$ cat src/rtl/rst_seq_pkg.sv
`default_nettype none
// ============================================================================
// Module      : rst_seq_pkg
// Description : Shared definitions for the reset release sequencer: FSM
//               state encoding, index-width helper and a parameter-legality
//               check macro used by the top level.
// Ports       : none (package)
// Revision    : 1.0 - initial release
// ============================================================================

`ifndef RST_SEQ_PKG_MACROS
`define RST_SEQ_PKG_MACROS
// Elaboration-time rejection of parameter sets the sequencer cannot honour:
// at least one domain, at least one hold cycle, and a hold counter wide
// enough to reach HOLD_CYCLES-1.
`define RST_SEQ_PARAM_CHECK(ND, HC, CW) \
  if (((ND) < 1) || ((HC) < 1) || ((HC) > (2 ** (CW)))) begin : g_param_check \
    $error("rst_seq_ctrl: illegal NUM_DOMAINS/HOLD_CYCLES/CNT_W combination"); \
  end
`endif

package rst_seq_pkg;

  typedef enum logic [1:0] {
    ST_ASSERT  = 2'b00,
    ST_RELEASE = 2'b01,
    ST_IDLE    = 2'b10
  } state_t;

  // Stage index width: clog2 of the domain count, never narrower than 1 bit.
  function automatic int idx_width(input int n);
    return (n > 1) ? $clog2(n) : 1;
  endfunction

endpackage

`default_nettype wire

$ cat src/rtl/rst_hold_cnt.sv
`default_nettype none
// ============================================================================
// Module      : rst_hold_cnt
// Description : Hold counter for the reset sequencer. Counts enabled edges,
//               clears synchronously, and flags the terminal value
//               HOLD_CYCLES-1 combinationally from the registered count.
// Ports       : CLK      - clock, rising edge
//               RST      - asynchronous active-low reset
//               i_clr    - synchronous clear (priority over enable)
//               i_en     - count enable
//               o_term   - count == HOLD_CYCLES-1
// Revision    : 1.0 - initial release
// ============================================================================
module rst_hold_cnt
  import rst_seq_pkg::*;
#(
  parameter int HOLD_CYCLES = 8,
  parameter int CNT_W       = 4
) (
  input  logic CLK,
  input  logic RST,
  input  logic i_clr,
  input  logic i_en,
  output logic o_term
);

  localparam logic [CNT_W-1:0] c_TERM = CNT_W'(HOLD_CYCLES - 1);

  logic [CNT_W-1:0] r_count;

  always_ff @(posedge CLK or negedge RST) begin
    if (!RST) begin
      r_count <= '0;
    end else if (i_clr) begin
      r_count <= '0;
    end else if (i_en) begin
      r_count <= r_count + 1'b1;
    end
  end

  assign o_term = (r_count == c_TERM);

endmodule
`default_nettype wire

$ cat src/rtl/rst_seq_ctrl.sv
`default_nettype none
// ============================================================================
// Module      : rst_seq_ctrl
// Description : Reset release sequencer. After the synchronized domain reset
//               deasserts, releases NUM_DOMAINS downstream resets one at a
//               time (bit 0 first), HOLD_CYCLES edges apart. Reports
//               completion with a one-cycle done pulse and a busy flag. A
//               soft-reset request restarts the whole sequence.
// Ports       : CLK        - domain clock, rising edge
//               RST        - asynchronous active-low reset (pre-synchronized
//                            release)
//               SW_RST_REQ - synchronous soft-reset request, active-high level
//               DOM_RST    - sequenced active-low domain resets (registered)
//               RST_DONE   - one-cycle pulse when the last domain releases
//               BUSY       - high while any DOM_RST bit is low (registered)
// Revision    : 1.0 - initial release
// ============================================================================
module rst_seq_ctrl
  import rst_seq_pkg::*;
#(
  parameter int NUM_DOMAINS = 3,
  parameter int HOLD_CYCLES = 8,
  parameter int CNT_W       = 4
) (
  input  logic                   CLK,
  input  logic                   RST,
  input  logic                   SW_RST_REQ,
  output logic [NUM_DOMAINS-1:0] DOM_RST,
  output logic                   RST_DONE,
  output logic                   BUSY
);

  `RST_SEQ_PARAM_CHECK(NUM_DOMAINS, HOLD_CYCLES, CNT_W)

  localparam int                     c_IDX_W    = idx_width(NUM_DOMAINS);
  localparam logic [c_IDX_W-1:0]     c_LAST_IDX = c_IDX_W'(NUM_DOMAINS - 1);
  localparam logic [NUM_DOMAINS-1:0] c_FIRST    = NUM_DOMAINS'(1);

  state_t                 r_state;
  state_t                 w_state_nxt;
  logic [NUM_DOMAINS-1:0] r_dom;
  logic [NUM_DOMAINS-1:0] w_dom_nxt;
  logic [c_IDX_W-1:0]     r_idx;
  logic [c_IDX_W-1:0]     w_idx_nxt;
  logic                   r_done;
  logic                   w_done_nxt;
  logic                   r_busy;
  logic                   w_busy_nxt;
  logic                   w_cnt_clr;
  logic                   w_cnt_en;
  logic                   w_cnt_term;

  rst_hold_cnt #(
    .HOLD_CYCLES (HOLD_CYCLES),
    .CNT_W       (CNT_W)
  ) u_hold_cnt (
    .CLK    (CLK),
    .RST    (RST),
    .i_clr  (w_cnt_clr),
    .i_en   (w_cnt_en),
    .o_term (w_cnt_term)
  );

  always_ff @(posedge CLK or negedge RST) begin
    if (!RST) begin
      r_state <= ST_ASSERT;
      r_dom   <= '0;
      r_idx   <= '0;
      r_done  <= 1'b0;
      r_busy  <= 1'b1;
    end else begin
      r_state <= w_state_nxt;
      r_dom   <= w_dom_nxt;
      r_idx   <= w_idx_nxt;
      r_done  <= w_done_nxt;
      r_busy  <= w_busy_nxt;
    end
  end

  always_comb begin
    w_state_nxt = r_state;
    w_dom_nxt   = r_dom;
    w_idx_nxt   = r_idx;
    w_done_nxt  = 1'b0;
    w_cnt_en    = 1'b0;
    w_cnt_clr   = 1'b0;

    // Soft reset wins over any release that would land on the same edge,
    // and holding it keeps the counter parked at zero.
    if (SW_RST_REQ) begin
      w_state_nxt = ST_ASSERT;
      w_dom_nxt   = '0;
      w_idx_nxt   = '0;
      w_cnt_clr   = 1'b1;
    end else begin
      case (r_state)
        ST_ASSERT: begin
          w_dom_nxt = '0;
          w_cnt_en  = 1'b1;
          if (w_cnt_term) begin
            w_dom_nxt = c_FIRST;
            w_cnt_clr = 1'b1;
            w_idx_nxt = c_IDX_W'(1);
            if (NUM_DOMAINS == 1) begin
              w_state_nxt = ST_IDLE;
              w_done_nxt  = 1'b1;
            end else begin
              w_state_nxt = ST_RELEASE;
            end
          end
        end

        ST_RELEASE: begin
          w_cnt_en = 1'b1;
          if (w_cnt_term) begin
            w_cnt_clr = 1'b1;
            for (int i = 0; i < NUM_DOMAINS; i++) begin
              if (r_idx == c_IDX_W'(i)) begin
                w_dom_nxt[i] = 1'b1;
              end
            end
            w_idx_nxt = r_idx + 1'b1;
            if (r_idx == c_LAST_IDX) begin
              w_state_nxt = ST_IDLE;
              w_done_nxt  = 1'b1;
            end
          end
        end

        ST_IDLE: begin
          w_dom_nxt = '1;
        end

        default: begin
          w_state_nxt = ST_ASSERT;
          w_dom_nxt   = '0;
          w_idx_nxt   = '0;
          w_cnt_clr   = 1'b1;
        end
      endcase
    end

    // Busy is registered alongside the resets so it tracks them exactly.
    w_busy_nxt = ~(&w_dom_nxt);
  end

  assign DOM_RST  = r_dom;
  assign RST_DONE = r_done;
  assign BUSY     = r_busy;

endmodule
`default_nettype wire

$ cat config.mk
export PLATFORM = sky130hd
export DESIGN_NAME = rst_seq_ctrl
export DESIGN_NICKNAME = d
export VERILOG_FILES = /design/src/rtl/rst_seq_pkg.sv /design/src/rtl/rst_hold_cnt.sv /design/src/rtl/rst_seq_ctrl.sv
export SDC_FILE = /design/constraint.sdc
export NUM_CORES = 1
export LEC_CHECK = 0
export ABC_AREA = 1
export BUFFER_PORTS_ARGS = -buffer_cell sky130_fd_sc_hd__buf_2
export CORE_AREA = 8 8 45 47
export DETAILED_ROUTE_END_ITERATION = 8
export DIE_AREA = 0 0 53 55
export PLACE_DENSITY = 0.73
export SETUP_SLACK_MARGIN = 0.1
export SKIP_CTS_REPAIR_TIMING = 1
export SLEW_MARGIN = 20
export SYNTH_ARGS = -nofsm -noshare
export SYNTH_HDL_FRONTEND = slang
export SYNTH_SLANG_ARGS = --single-unit
$ cat constraint.sdc
create_clock -name CLK -period 1.6 [get_ports CLK]
set_clock_uncertainty 0.2 [all_clocks]
set_input_delay 0.08 -clock CLK [delete_from_list [all_inputs] [get_ports CLK]]
set_output_delay 0.08 -clock CLK [all_outputs]
set_load 0.01 [all_outputs]
==> metrics.cfg, run 1 <==
[timing]
period_share_pct = 91.4
clock.fmax_mhz = 684
finalMaxSlewViolations = 0
setup_violations = 0
period_minus_slack_ps = 1460
worstMarginPinSlew_ps = 297
rsz0062_at_grt = true
slew_headroom_pct = 80.2
fin_setup_tns_ps = 0
hold_viol_final = 0

[cts]
cts_root_buf = clkbuf_4
clkLatencyLatePin_ps = 280
numClockSinks = 13
cts_buffers = 3
clock_path_buffers = 2
htreeDepth = 1
clk_pin_slew_ps = 80
cts_tree = done

[floorplan]
core_area_um2 = 1380
io_pins = 8
dieArea_um2 = 2920
initial_utilization_pct = 49.2
rows = 14
die_x_um = 53
die_h_um = 55

[placement]
dpl.hpwl_um = 1000
place.gp.congestion = 0.813
numPortBuffers = 7

[setup_path]
end_kind = register
crit_required_ps = 1600
path_class = register to register
worstPathArrival_ps = 1460
cp-start-kind = register
crit_fanout = 5

[global_routing]
use_met3_pct = 2.67
grt_max_degree = 14
grtUsageMet2_pct = 16.8
antenna_found_initial = 0
use_met1_pct = 11.2
grt_pass1_wl_um = 2150
grtUsageTotal_pct = 10.1
grt_pass1_vias = 514
overflow = 0
top_usage_layer = met2

[power_and_ir_drop]
power_mw = 0.623
ir_drop_uv = 577
powerDensity_nw_per_um2 = 744
p_leak_nw = 0.410

[synthesis]
syn_inst = 79
synth.cell_area_um2 = 681
ys_seq_area_share_pct = 48.0
syn-num-nets = 86
synth.avg_cell_area_um2 = 8.62
synth-warning-count = 0
ys_seq_elements = 13
synthTopCellsByArea = dfrtp_1 44%, nand2_1 8.8%, ha_1 7.4%
synth_top_area_share_pct = 44.1
yosysTopAreaCell = dfrtp_1
yosys.cell_types.count = 20

[run]
drv_cap = 0

[worst_hold_path]
hold_class = input port to asynchronous set/reset pin

[route]
vias_per_cell = 5.10
ant_nets = 0
drtPass1Iterations = 4
drt_wl_total_um = 1340
vias = 551
remaining_drc_errors = 0
drt-initial-drc-count = 11
routedWlPerCell_um = 12.4

[layout]
fin_util_pct = 60.5
layout-drive-gt1-share_pct = 31.5
nets = 100
n_antenna_cell = 0
area_delta_synth_final_pct = 23.0

[status]
outcome = completed

## cell usage after synthesis
master and instances:
inv_2 4, dfstp_2 1, inv_1 11, clkinv_1 1
a31oi_1 1, xor2_1 1, nor3_2 1, o21ai_1 6
nor2_1 5, nand2_1 16, a21o_1 1, nand2_2 2
nand3_1 4, dfrtp_1 12, nor2_4 1, nand4_1 2
a21oi_1 2, nand3_2 3, nor2_2 1, ha_1 4
## state kept, by name, indices dropped and copies added (netlist names)
| signal | flops |
|---|---|
| u_hold_cnt.r_count | 4 |
| DOM_RST | 3 |
| r_idx | 2 |
| r_state | 2 |
| BUSY | 1 |
| RST_DONE | 1 |
## per-layer routing
layer	vias up	wire, µm
met5	-	0
met4	0	28
met3	3	55
met2	7	676
met1	262	575
li1	279	-
## final timing paths
kind                                                        start  cells past startpoint  slack (ps)                                 to
min in group CLK                           r_state[0]$_DFFE_PN0P_                      1         360             r_state[0]$_DFFE_PN0P_
worst max-delay path            u_hold_cnt.r_count[1]$_DFFE_PN0P_                      7         140             r_state[0]$_DFFE_PN0P_
worst min-delay path                                          RST                      2           8  u_hold_cnt.r_count[3]$_DFFE_PN0P_
worst max register to register  u_hold_cnt.r_count[1]$_DFFE_PN0P_                      7         140             r_state[0]$_DFFE_PN0P_
max in group asynchronous                                     RST                      2         900                     BUSY$_DFF_PN1_
worst min register to register             r_state[0]$_DFFE_PN0P_                      1         360             r_state[0]$_DFFE_PN0P_
## where the power goes
part	leakage (nW)	total, mW	switching (mW)	internal, mW
logic	0.222	0.0701	0.0445	0.0256
clock network	0.0150	0.200	0.104	0.0969
registers	0.174	0.352	0.0135	0.339
## area by class of cell
class / instances / area (µm²)
inverters: 16 / 60.1
fillers: 125 / 547
repair buffers: 9 / 55.1
flip-flops and latches: 13 / 328
clock buffers: 4 / 26.3
multi-input cells: 50 / 348
well taps: 16 / 20.0
## placed cells by master (no fill, tap or decap), drive strengths merged
cell type    instances
nand2               18
inv                 15
dfrtp               12
buf                  7
nor2                 7
nand3                7
o21ai                6
ha                   4
clkbuf               4
nand4                2
dlygate4sd3          2
a21oi                2
dfstp                1
nor3                 1
clkinv               1
a31oi                1
a21o                 1
xor2                 1
## metrics by stage
stage               std cells  area [µm²]  setup WS, ps  hold slack, ps
CTS                       106         762          96.1            -517
global route              108         837          14.8            71.9
finish                    108         837           138            7.69
detailed placement        102         736           112            -219
global placement          102         736           158            -225
floorplan                  79         681           258            -416
## cell families after synthesis
| group | share of synthesized area, % |
|---|---|
| AO/OA/AOI/OAI | 7.91 |
| XOR/XNOR | 1.29 |
| adder cells (fa/ha/maj) | 7.35 |
| buffers and inverters | 8.82 |
| flip-flops | 48.0 |
| AND/OR/NAND/NOR | 26.7 |
## critical path, cell delays in order (launching register included)
cell and delay, ps:
dfrtp_1 410, ha_4 170, nand2_2 70, nor2_4 190
nand2_1 100, clkinv_1 70, nor2_1 40, a31oi_1 140
(Power assumes the default switching activity.)
==> inputs of run 2 (changes only) <==
==> constraint.sdc (replaced) <==
create_clock -name CLK -period 1.6 [get_ports CLK]
set_clock_uncertainty 0.2 [all_clocks]
set_input_delay 0.24 -clock CLK [delete_from_list [all_inputs] [get_ports CLK]]
set_output_delay 0.24 -clock CLK [all_outputs]
set_load 0.01 [all_outputs]
==> metrics.cfg, run 2 (same netlist as run 1, synthesis figures left out) <==
[status]
outcome = completed  ; unchanged

[placement]
place_ws_ps = 112  ; unchanged
placed_area_um2 = 736  ; unchanged
numPortBuffers = 7  ; unchanged
placedCellCount = 102  ; unchanged
dpl.hpwl_um = 1000  ; unchanged
place.gp.congestion = 0.813  ; unchanged

[timing]
clock.fmax_mhz = 684  ; unchanged
period_minus_slack_ps = 1460  ; unchanged
holdWs_ps = 59.8  ; was 7.69 ps
period_share_pct = 91.4  ; unchanged
setup_violations = 0  ; unchanged
slew_headroom_pct = 80.2  ; unchanged
finalMaxSlewViolations = 0  ; unchanged
hold_viol_final = 0  ; unchanged
rsz0062_at_grt = true  ; unchanged
setup_ws_ps = 138  ; unchanged
fin_setup_tns_ps = 0  ; unchanged
worstMarginPinSlew_ps = 297  ; unchanged

[cts]
htreeDepth = 1  ; unchanged
cts_root_buf = clkbuf_4  ; unchanged
clock_path_buffers = 2  ; unchanged
clk_pin_slew_ps = 80  ; about the same
numClockSinks = 13  ; unchanged
cts_tree = done  ; unchanged
clkLatencyLatePin_ps = 280  ; about the same
cts_buffers = 3  ; unchanged

[route]
vias = 549  ; was 551
vias_per_cell = 5.13  ; was 5.10
drt-initial-drc-count = 11  ; unchanged
remaining_drc_errors = 0  ; unchanged
routedWlPerCell_um = 12.4  ; about the same
drtPass1Iterations = 4  ; unchanged
drt_wl_total_um = 1330  ; was 1340 µm
ant_nets = 0  ; unchanged

[setup_path]
cp-start-kind = register  ; unchanged
path_class = register to register  ; unchanged
end_kind = register  ; unchanged
worstPathArrival_ps = 1460  ; about the same
crit_fanout = 5  ; unchanged
path_buf_inv = 1  ; unchanged
reg2reg_from = u_hold_cnt.r_count[1]$_DFFE_PN0P_  ; unchanged
cp_top_family = flip-flops  ; unchanged
crit_required_ps = 1600  ; about the same
slowest_stage = dfrtp_1  ; unchanged
r2r_cells = 7  ; unchanged
r2r-end = r_state[0]$_DFFE_PN0P_  ; unchanged
reg2reg_slack_ps = 140  ; about the same
crit_chain = ha_4, nand2_2, nor2_4, nand2_1, clkinv_1, nor2_1, a31oi_1  ; unchanged
critPathMaxStageDelay_ps = 410  ; about the same

[layout]
nets = 99  ; was 100
regMostFlops = u_hold_cnt.r_count  ; unchanged
finish.instance_area_um2 = 827  ; was 837 µm²
n_antenna_cell = 0  ; unchanged
final_cell_mix = 15 x nand2_1, 11 x dfrtp_1, 11 x inv_1, 7 x buf_2  ; unchanged
instances_no_fill = 107  ; was 108
largest_register_ffs = 4  ; unchanged
nFillCells = 126  ; was 125
mostFrequentLayoutCell = nand2_1  ; unchanged
fin_util_pct = 59.8  ; was 60.5%
layout-drive-gt1-share_pct = 31.9  ; was 31.5%
area_delta_synth_final_pct = 21.5  ; was 23.0%

[floorplan]
initial_utilization_pct = 49.2  ; unchanged
rows = 14  ; unchanged
core_area_um2 = 1380  ; unchanged
io_pins = 8  ; unchanged
dieArea_um2 = 2920  ; unchanged
die_h_um = 55  ; unchanged
die_x_um = 53  ; unchanged

[power_and_ir_drop]
power_mw = 0.621  ; was 0.623 mW
powerDensity_nw_per_um2 = 751  ; was 744 nW/µm²
p_leak_nw = 0.406  ; was 0.410 nW
ir_drop_uv = 577  ; about the same

[worst_hold_path]
hold_start = SW_RST_REQ
hold_end = DOM_RST[0]$_DFF_PN0_
min_path_cells = 2
hold_class = input port to register  ; was input port to asynchronous set/reset pin

[global_routing]
grt_pass1_wl_um = 2150  ; unchanged
grtUsageTotal_pct = 10.1  ; unchanged
grt_pass1_vias = 514  ; unchanged
overflow = 0  ; unchanged
grt_max_degree = 14  ; unchanged
antenna_found_initial = 0  ; unchanged

[run]
drv_cap = 0  ; unchanged

run 2: changes by cell type in the layout (fill, tap and decap cells not counted):
cell / delta
dlygate4sd3_1: -1
run 2: metal layers:
layer / wire (µm) / up-vias / global-route usage [%]
met5: 0 / - / 0
met2: 674 / 7 / 16.8
met4: 28 / 0 / 6.47
met3: 55 / 3 / 2.67
met1: 569 / 262 / 11.2
li1: - / 277 / -
run 2: worst max-delay path by stage:
| stage | startpoint | to | cells after the start |
|---|---|---|---|
| final | u_hold_cnt.r_count[1]$_DFFE_PN0P_ | r_state[0]$_DFFE_PN0P_ | 7 |
| after global placement | u_hold_cnt.r_count[0]$_DFFE_PN0P_ | r_idx[1]$_DFFE_PN0P_ | 7 |
| after global routing | u_hold_cnt.r_count[1]$_DFFE_PN0P_ | r_state[0]$_DFFE_PN0P_ | 7 |
| after detailed placement | u_hold_cnt.r_count[1]$_DFFE_PN0P_ | r_idx[1]$_DFFE_PN0P_ | 7 |
| after floorplan | u_hold_cnt.r_count[1]$_DFFE_PN0P_ | BUSY$_DFF_PN1_ | 8 |
| after CTS | u_hold_cnt.r_count[1]$_DFFE_PN0P_ | r_idx[1]$_DFFE_PN0P_ | 7 |
run 2: report_power, final:
part / leakage [nW] / total [mW] / switching, mW / internal, mW
logic: 0.217 / 0.0682 / 0.0442 / 0.0240
registers: 0.174 / 0.352 / 0.0135 / 0.339
clock network: 0.0150 / 0.200 / 0.104 / 0.0969
run 2: final cells by class:
class	count	area, µm²	area share [%]
clock buffers	4	26.3	3.18
multi-input cells	50	348	42.1
flip-flops and latches	13	328	39.6
repair buffers	8	45.0	5.45
well taps	16	20.0	2.42
inverters	16	60.1	7.26
